$ cat src/rtl/ave_pool_pkg.sv
// Shared state encoding, pipeline constants and default widths for the
// global average-pooling sequencer and its vector_ave datapath.
package ave_pool_pkg;

    localparam int unsigned ADDR_W_DEF = 12;
    localparam int unsigned CH_W_DEF   = 10;
    localparam int unsigned LEN_W_DEF  = 12;
    localparam int unsigned Q_DEF      = 8;

    // Multiply cycle + accumulate cycle + feature-buffer read-register cycle.
    localparam int unsigned DRAIN_LAT = 3;

    // Wide enough for 2^LEN_W products of a 16x16 multiply shifted by Q.
    localparam int unsigned ACC_W = 48;

    typedef enum logic [2:0] {
        StIdle   = 3'd0,
        StPrime  = 3'd1,
        StStream = 3'd2,
        StDrain  = 3'd3,
        StFin    = 3'd4
    } state_e;

endpackage

$ cat src/rtl/vector_ave.sv
// Streaming weighted-sum datapath: scales each element by a Q-format fraction
// and accumulates; an eop marker makes the next valid element restart the sum.
module vector_ave
    import ave_pool_pkg::*;
#(
    parameter int unsigned Q    = Q_DEF,
    parameter int unsigned RELU = 0
) (
    input  logic        i_clk,
    input  logic        i_rst,
    input  logic [15:0] i_din,
    input  logic        i_din_en,
    input  logic        i_din_eop,
    input  logic [15:0] i_fraction,
    output logic [15:0] o_dout
);

    localparam logic signed [ACC_W-1:0] SAT_MAX = ACC_W'(32767);
    localparam logic signed [ACC_W-1:0] SAT_MIN = ACC_W'(-32768);

    logic signed [31:0]      w_mult;
    logic signed [ACC_W-1:0] w_prod_ext;
    logic signed [31:0]      r_prod;
    logic                    r_prod_vld;
    logic                    r_prod_first;
    logic                    r_restart;
    logic signed [ACC_W-1:0] r_acc;
    logic [15:0]             w_dout;

    assign w_mult     = 32'($signed(i_din)) * 32'($signed(i_fraction));
    assign w_prod_ext = {{(ACC_W - 32){r_prod[31]}}, r_prod};

    always_ff @(posedge i_clk or posedge i_rst) begin
        if (i_rst) begin
            r_prod       <= '0;
            r_prod_vld   <= 1'b0;
            r_prod_first <= 1'b0;
            r_restart    <= 1'b0;
            r_acc        <= '0;
        end else begin
            r_prod       <= w_mult >>> Q;
            r_prod_vld   <= i_din_en;
            r_prod_first <= r_restart;
            if (i_din_eop) begin
                r_restart <= 1'b1;
            end else if (i_din_en) begin
                r_restart <= 1'b0;
            end
            if (r_prod_vld) begin
                r_acc <= r_prod_first ? w_prod_ext : r_acc + w_prod_ext;
            end
        end
    end

    always_comb begin
        w_dout = r_acc[15:0];
        if (RELU != 0 && r_acc[ACC_W-1]) begin
            w_dout = '0;
        end else if (r_acc > SAT_MAX) begin
            w_dout = 16'h7FFF;
        end else if (r_acc < SAT_MIN) begin
            w_dout = 16'h8000;
        end
    end

    assign o_dout = w_dout;

endmodule

$ cat src/rtl/ave_pool_ctrl.sv
// Global average-pooling sequencer: walks a channel-major feature buffer,
// feeds vector_ave with aligned enable/eop markers and writes one result per channel.
module ave_pool_ctrl
    import ave_pool_pkg::*;
#(
    parameter int unsigned ADDR_W = ADDR_W_DEF,
    parameter int unsigned CH_W   = CH_W_DEF,
    parameter int unsigned LEN_W  = LEN_W_DEF,
    parameter int unsigned Q      = Q_DEF,
    parameter int unsigned RELU   = 0
) (
    input  logic              i_clk,
    input  logic              i_rst,
    input  logic              i_start,
    input  logic [ADDR_W-1:0] i_cfg_base,
    input  logic [CH_W-1:0]   i_cfg_num_ch,
    input  logic [LEN_W-1:0]  i_cfg_map_len,
    input  logic [15:0]       i_cfg_fraction,
    output logic              o_busy,
    output logic              o_done,
    output logic              o_rd_en,
    output logic [ADDR_W-1:0] o_rd_addr,
    input  logic [15:0]       i_rd_data,
    output logic              o_wr_en,
    output logic [CH_W-1:0]   o_wr_addr,
    output logic [15:0]       o_wr_data
);

    localparam int unsigned   DW         = $clog2(DRAIN_LAT);
    localparam logic [DW-1:0] DRAIN_LAST = DW'(DRAIN_LAT - 1);
    localparam logic [DW-1:0] DRAIN_WR   = DW'(DRAIN_LAT - 2);

    state_e            r_state;
    logic [CH_W-1:0]   r_num_ch;
    logic [LEN_W-1:0]  r_map_len;
    logic [15:0]       r_fraction;
    logic [CH_W-1:0]   r_ch;
    logic [ADDR_W-1:0] r_addr;
    logic [LEN_W-1:0]  r_idx;
    logic [DW-1:0]     r_drain_cnt;
    logic              r_busy;
    logic              r_done;
    logic              r_rd_en;
    logic [ADDR_W-1:0] r_rd_addr;
    logic              r_wr_en;
    logic [CH_W-1:0]   r_wr_addr;
    logic              r_op_en;
    logic              r_op_eop;
    logic              w_sov;
    logic [15:0]       w_op_dout;

    assign w_sov = (r_state == StPrime);

    always_ff @(posedge i_clk or posedge i_rst) begin
        if (i_rst) begin
            r_state     <= StIdle;
            r_num_ch    <= '0;
            r_map_len   <= '0;
            r_fraction  <= '0;
            r_ch        <= '0;
            r_addr      <= '0;
            r_idx       <= '0;
            r_drain_cnt <= '0;
            r_busy      <= 1'b0;
            r_done      <= 1'b0;
            r_rd_en     <= 1'b0;
            r_rd_addr   <= '0;
            r_wr_en     <= 1'b0;
            r_wr_addr   <= '0;
        end else begin
            unique case (r_state)
                StIdle: begin
                    r_done <= 1'b0;
                    // busy stays up through the done cycle, so start is ignored there too
                    if (r_done) begin
                        r_busy <= 1'b0;
                    end else if (i_start) begin
                        r_num_ch   <= i_cfg_num_ch;
                        r_map_len  <= i_cfg_map_len;
                        r_fraction <= i_cfg_fraction;
                        r_ch       <= '0;
                        r_addr     <= i_cfg_base;
                        r_busy     <= 1'b1;
                        if (i_cfg_num_ch == '0 || i_cfg_map_len == '0) begin
                            r_state <= StFin;
                        end else begin
                            r_state <= StPrime;
                        end
                    end
                end
                StPrime: begin
                    r_idx     <= '0;
                    r_rd_en   <= 1'b1;
                    r_rd_addr <= r_addr;
                    r_addr    <= r_addr + ADDR_W'(1);
                    r_state   <= StStream;
                end
                StStream: begin
                    if (r_idx == r_map_len - LEN_W'(1)) begin
                        r_rd_en     <= 1'b0;
                        r_drain_cnt <= '0;
                        r_state     <= StDrain;
                    end else begin
                        r_idx     <= r_idx + LEN_W'(1);
                        r_rd_addr <= r_addr;
                        r_addr    <= r_addr + ADDR_W'(1);
                    end
                end
                StDrain: begin
                    r_drain_cnt <= r_drain_cnt + DW'(1);
                    if (r_drain_cnt == DRAIN_WR) begin
                        r_wr_en   <= 1'b1;
                        r_wr_addr <= r_ch;
                    end
                    if (r_drain_cnt == DRAIN_LAST) begin
                        r_wr_en <= 1'b0;
                        if (r_ch == r_num_ch - CH_W'(1)) begin
                            r_state <= StFin;
                        end else begin
                            r_ch    <= r_ch + CH_W'(1);
                            r_state <= StPrime;
                        end
                    end
                end
                StFin: begin
                    r_done  <= 1'b1;
                    r_state <= StIdle;
                end
                default: r_state <= StIdle;
            endcase
        end
    end

    // Delaying enable and sov by one aligns them with the 1-cycle buffer read.
    always_ff @(posedge i_clk or posedge i_rst) begin
        if (i_rst) begin
            r_op_en  <= 1'b0;
            r_op_eop <= 1'b0;
        end else begin
            r_op_en  <= r_rd_en;
            r_op_eop <= w_sov;
        end
    end

    vector_ave #(
        .Q    (Q),
        .RELU (RELU)
    ) u_vector_ave (
        .i_clk      (i_clk),
        .i_rst      (i_rst),
        .i_din      (i_rd_data),
        .i_din_en   (r_op_en),
        .i_din_eop  (r_op_eop),
        .i_fraction (r_fraction),
        .o_dout     (w_op_dout)
    );

    assign o_busy    = r_busy;
    assign o_done    = r_done;
    assign o_rd_en   = r_rd_en;
    assign o_rd_addr = r_rd_addr;
    assign o_wr_en   = r_wr_en;
    assign o_wr_addr = r_wr_addr;
    assign o_wr_data = r_wr_en ? w_op_dout : '0;

endmodule
$ cat config.mk
export PLATFORM = sky130hd
export DESIGN_NAME = ave_pool_ctrl
export DESIGN_NICKNAME = d
export VERILOG_FILES = /design/src/rtl/ave_pool_pkg.sv /design/src/rtl/vector_ave.sv /design/src/rtl/ave_pool_ctrl.sv
export SDC_FILE = /design/constraint.sdc
export NUM_CORES = 1
export LEC_CHECK = 0
export CORE_ASPECT_RATIO = 1.4
export CORE_MARGIN = 2
export CORE_UTILIZATION = 40
export DETAILED_ROUTE_END_ITERATION = 6
export SLEW_MARGIN = 20
export SYNTH_ARGS = -nofsm -noshare
export SYNTH_HDL_FRONTEND = slang
export SYNTH_SLANG_ARGS = --single-unit
$ cat constraint.sdc
create_clock -name i_clk -period 6.35 [get_ports i_clk]
set_clock_uncertainty 0.05 [all_clocks]
set_input_delay 0.9525 -clock i_clk [delete_from_list [all_inputs] [get_ports i_clk]]
set_output_delay 0.9525 -clock i_clk [all_outputs]
set_load 0.05 [all_outputs]
==> flow_summary.yaml <==
finish:
  stdcell_area_um2: 24300
  multiInputGateArea_um2: 14600
  drive_above_1_share_pct: 14.8
  antenna_cells: 0
  fin_nets: 2951
  n_fill_cell: 4798
  register_area_um2: 4520
  syn_to_final_growth_pct: 19.2
min_path:
  hold_depth: 0
  hold_path_end: "u_vector_ave.r_prod_first$_DFF_PP0_"
  hp-start: "u_vector_ave.r_restart$_DFFE_PP0P_"
  hold_class: "reg -> reg"
die:
  coreArea_um2: 50200
  initial_core_util_pct: 40.6
  rows: 97
  die_h_um: 271
  num_io_pins: 111
  die_area_um2: 52800
  die_w_um: 195
route:
  vias: 16200
  final_antenna_net_count: 0
  post-route-drc-count: 0
  post_drt_wl_per_cell_um: 16.4
  drt_iter0_markers: 710
  drt_wl_total_mm: 51.7
  first_pass_iters: 5
  via_per_inst: 5.17
run_status:
  status: "finished, final reports clean"
sta:
  rsz0062_at_grt: "true"
  tightestPinTransition_ns: 0.974
  hold_violations: 0
  clock.fmax_mhz: 160
  min_period_ns: 6.24
  setup_slack_ns: 0.110
  slew_viol_final: 0
  slew_headroom_pct: 35.1
  period_share_pct: 98.3
  setup_viol_count_final: 0
worst_setup_path:
  cp.arrival_ns: 6.52
  critPathRequiredTime_ns: 6.63
  crit_path_start_kind: "input port"
  rrSetupSlack_ns: 0.23
  r2r_end: "u_vector_ave.r_prod[23]$_DFF_PP0_"
  reg2reg_from: "r_fraction[2]$_DFFE_PP0P_"
  reg2regPathDepth: 22
  crit_type: "in -> reg"
  endpoint_kind: "register"
  path_max_fanout: 6
clocking:
  numCtsBuffers: 17
  clockRootBuffer: "clkbuf_16"
  cts_max_level: 4
  cts_tree: "yes"
  cts_sinks: 180
  cts.reportedPaths.clkPinSlew_ns: 0.08
  clockBufferDepth: 2
  ctsHoldBuffers: 0
  insertion_delay_ns: 0.47
grt:
  globalRouteTotalUtil_pct: 20.6
  first_global_vias: 17600
  grt-ovfl-total: 0
  grt_max_degree: 99
  grt_pass1_wl_mm: 87.9
  antenna_found_initial: 1
placement:
  numPortBuffers: 110
  dpl-instance-area_um2: 23200
  finalWeightedCongestion: 0.877
  dp_hpwl_mm: 41.3
  dpl_worst_slack_ns: -0.972
job:
  cap_violations: 0
logic_synthesis:
  synth.distinct_cells: 74
  async_flop_share_pct: 100
  netlist_instances: 2270
  avgSynthCellArea_um2: 8.98
  synth_edf_count: 0
  synth_top_flop_cell: "dfrtp_1"
  yosysSeqAreaShare_pct: 22.1
  ys_warn_count: 0
  synth-seq-cells: 180
  synth_fp_nets: 2734
  synth_area_um2: 20400
-- cell type report --
class / count / share of cell area (%)
repair buffers: 282 / 9.97
inverters: 359 / 5.58
clock buffers: 17 / 1.75
multi-input cells: 1647 / 59.9
clock inverters: 15 / 0.850
flip-flops and latches: 180 / 18.6
well taps: 643 / 3.31
-- repair_timing --
| item | 4_1_cts | 5_1_grt |
|---|---|---|
| gates resized for setup | 112 | 60 |
| buffers inserted | 32 | 7 |
| endpoints found under the setup margin | 14 | 10 |
| hold endpoints to repair | 0 | 0 |
| gates cloned | 1 | 0 |
| pin swaps | 54 | 85 |
-- logic make-up after synthesis --
family	share of synthesized area (%)
AO/OA/AOI/OAI	12.0
buffers and inverters	8.18
flip-flops	22.1
XOR/XNOR	4.64
adder cells (fa/ha/maj)	33.9
multiplexers	1.98
AND/OR/NAND/NOR	17.2
-- flip-flops by register name, summed over array words and instances, names as in the netlist, 2 cells and up --
name / cells
o_wr_addr: 10
r_fraction: 16
r_addr: 12
r_map_len: 12
u_vector_ave.r_prod: 24
r_num_ch: 10
r_state: 3
o_rd_addr: 12
r_idx: 12
u_vector_ave.r_acc: 48
r_ch: 10
r_drain_cnt: 2
-- Yosys cell counts, types with 8 or more instances --
library cell	n	area, µm²
a211oi_1	8	60.1
a21boi_0	17	128
a21o_1	51	383
a21oi_1	128	641
a31oi_1	14	87.6
and2_1	130	813
and3_1	22	138
clkbuf_1	77	289
dfrtp_1	180	4500
fa_1	262	5250
ha_1	133	1660
inv_1	359	1350
mux2_2	26	293
mux2i_1	11	110
nand2_1	311	1170
nand2b_1	16	100
nand3_1	31	155
nand4_1	26	163
nor2_1	103	387
nor2b_1	15	93.8
nor3_1	17	85.1
nor4_1	16	100
o211ai_1	16	120
o21a_1	12	90.1
o21ai_0	56	280
o21bai_1	17	128
o22ai_1	15	93.8
or3_1	11	68.8
xnor2_1	66	578
xor2_1	42	368
-- metal layers --
| metal | GRT usage, % | up-vias | wire, µm |
|---|---|---|---|
| li1 | - | 7772 | - |
| met1 | 23.8 | 8025 | 21100 |
| met2 | 38.6 | 323 | 27200 |
| met3 | 2.12 | 115 | 1450 |
| met4 | 8.84 | 0 | 1950 |
| met5 | 0 | - | 0 |
-- worst max-delay path, stage by stage --
cell and delay (ns):
buf_4 0.15, buf_6 0.13, and2_1 0.14, fa_1 0.49, inv_2 0.04, fa_1 0.56, fa_2 0.46, fa_1 0.53
inv_2 0.04, fa_1 0.47, inv_1 0.05, fa_1 0.51, inv_2 0.05, ha_4 0.29, o211ai_1 0.16, a21oi_1 0.21
nand2_1 0.11, o21ai_4 0.21, o22ai_4 0.11, o211ai_1 0.25, a31oi_1 0.14, o21bai_1 0.20, a21oi_1 0.11, xnor2_1 0.13
-- stage by stage --
stage               util, %  setup TNS [ns]  instances  hold slack, ns
global placement       46.1          -11.17       3076           0.311
floorplan                 -         -0.0725       2270           0.304
CTS                    48.0               0       3140           0.337
global route           48.4          -0.249       3143           0.354
finish                 48.4               0       3143           0.337
detailed placement     46.1          -12.39       3076           0.320
-- cells in the final DEF, fill, tap and decap left out, types with 11 or more instances in the layout --
cell and n:
inv_1 335, nor3_1 15, o21a_1 12, inv_2 22, a21o_1 51, o21bai_1 17
nor4_1 16, mux2i_1 11, and3_1 22, a31oi_1 14, o22ai_1 14, clkbuf_16 17
mux2_2 26, ha_1 123, nand4_1 26, a21boi_0 17, dfrtp_1 170, xnor2_1 66
buf_6 11, nor2b_1 15, and2_1 114, fa_1 238, nand2_1 299, fa_2 24
clkdlybuf4s50_1 94, o211ai_1 16, o21ai_0 54, buf_4 163, nand2b_1 16, and2_4 16
nand3_1 29, xor2_1 42, a21oi_1 126, nor2_1 101
-- worst max path at each step --
| stage | start | to | slack, ns |
|---|---|---|---|
| after detailed placement | i_rd_data[6] | u_vector_ave.r_prod[11]$_DFF_PP0_ | -0.97 |
| after floorplan | i_rd_data[15] | u_vector_ave.r_prod[23]$_DFF_PP0_ | -0.06 |
| after global placement | i_rd_data[6] | u_vector_ave.r_prod[23]$_DFF_PP0_ | -0.92 |
| after CTS | i_rd_data[11] | u_vector_ave.r_prod[23]$_DFF_PP0_ | 0.0004 |
| after global routing | i_rd_data[5] | u_vector_ave.r_prod[23]$_DFF_PP0_ | -0.11 |
| final | i_rd_data[5] | u_vector_ave.r_prod[23]$_DFF_PP0_ | 0.11 |
Power is left out: the tool's default activity adds up to more than one toggle a clock period on the data nets, which glitch-free logic cannot reach.
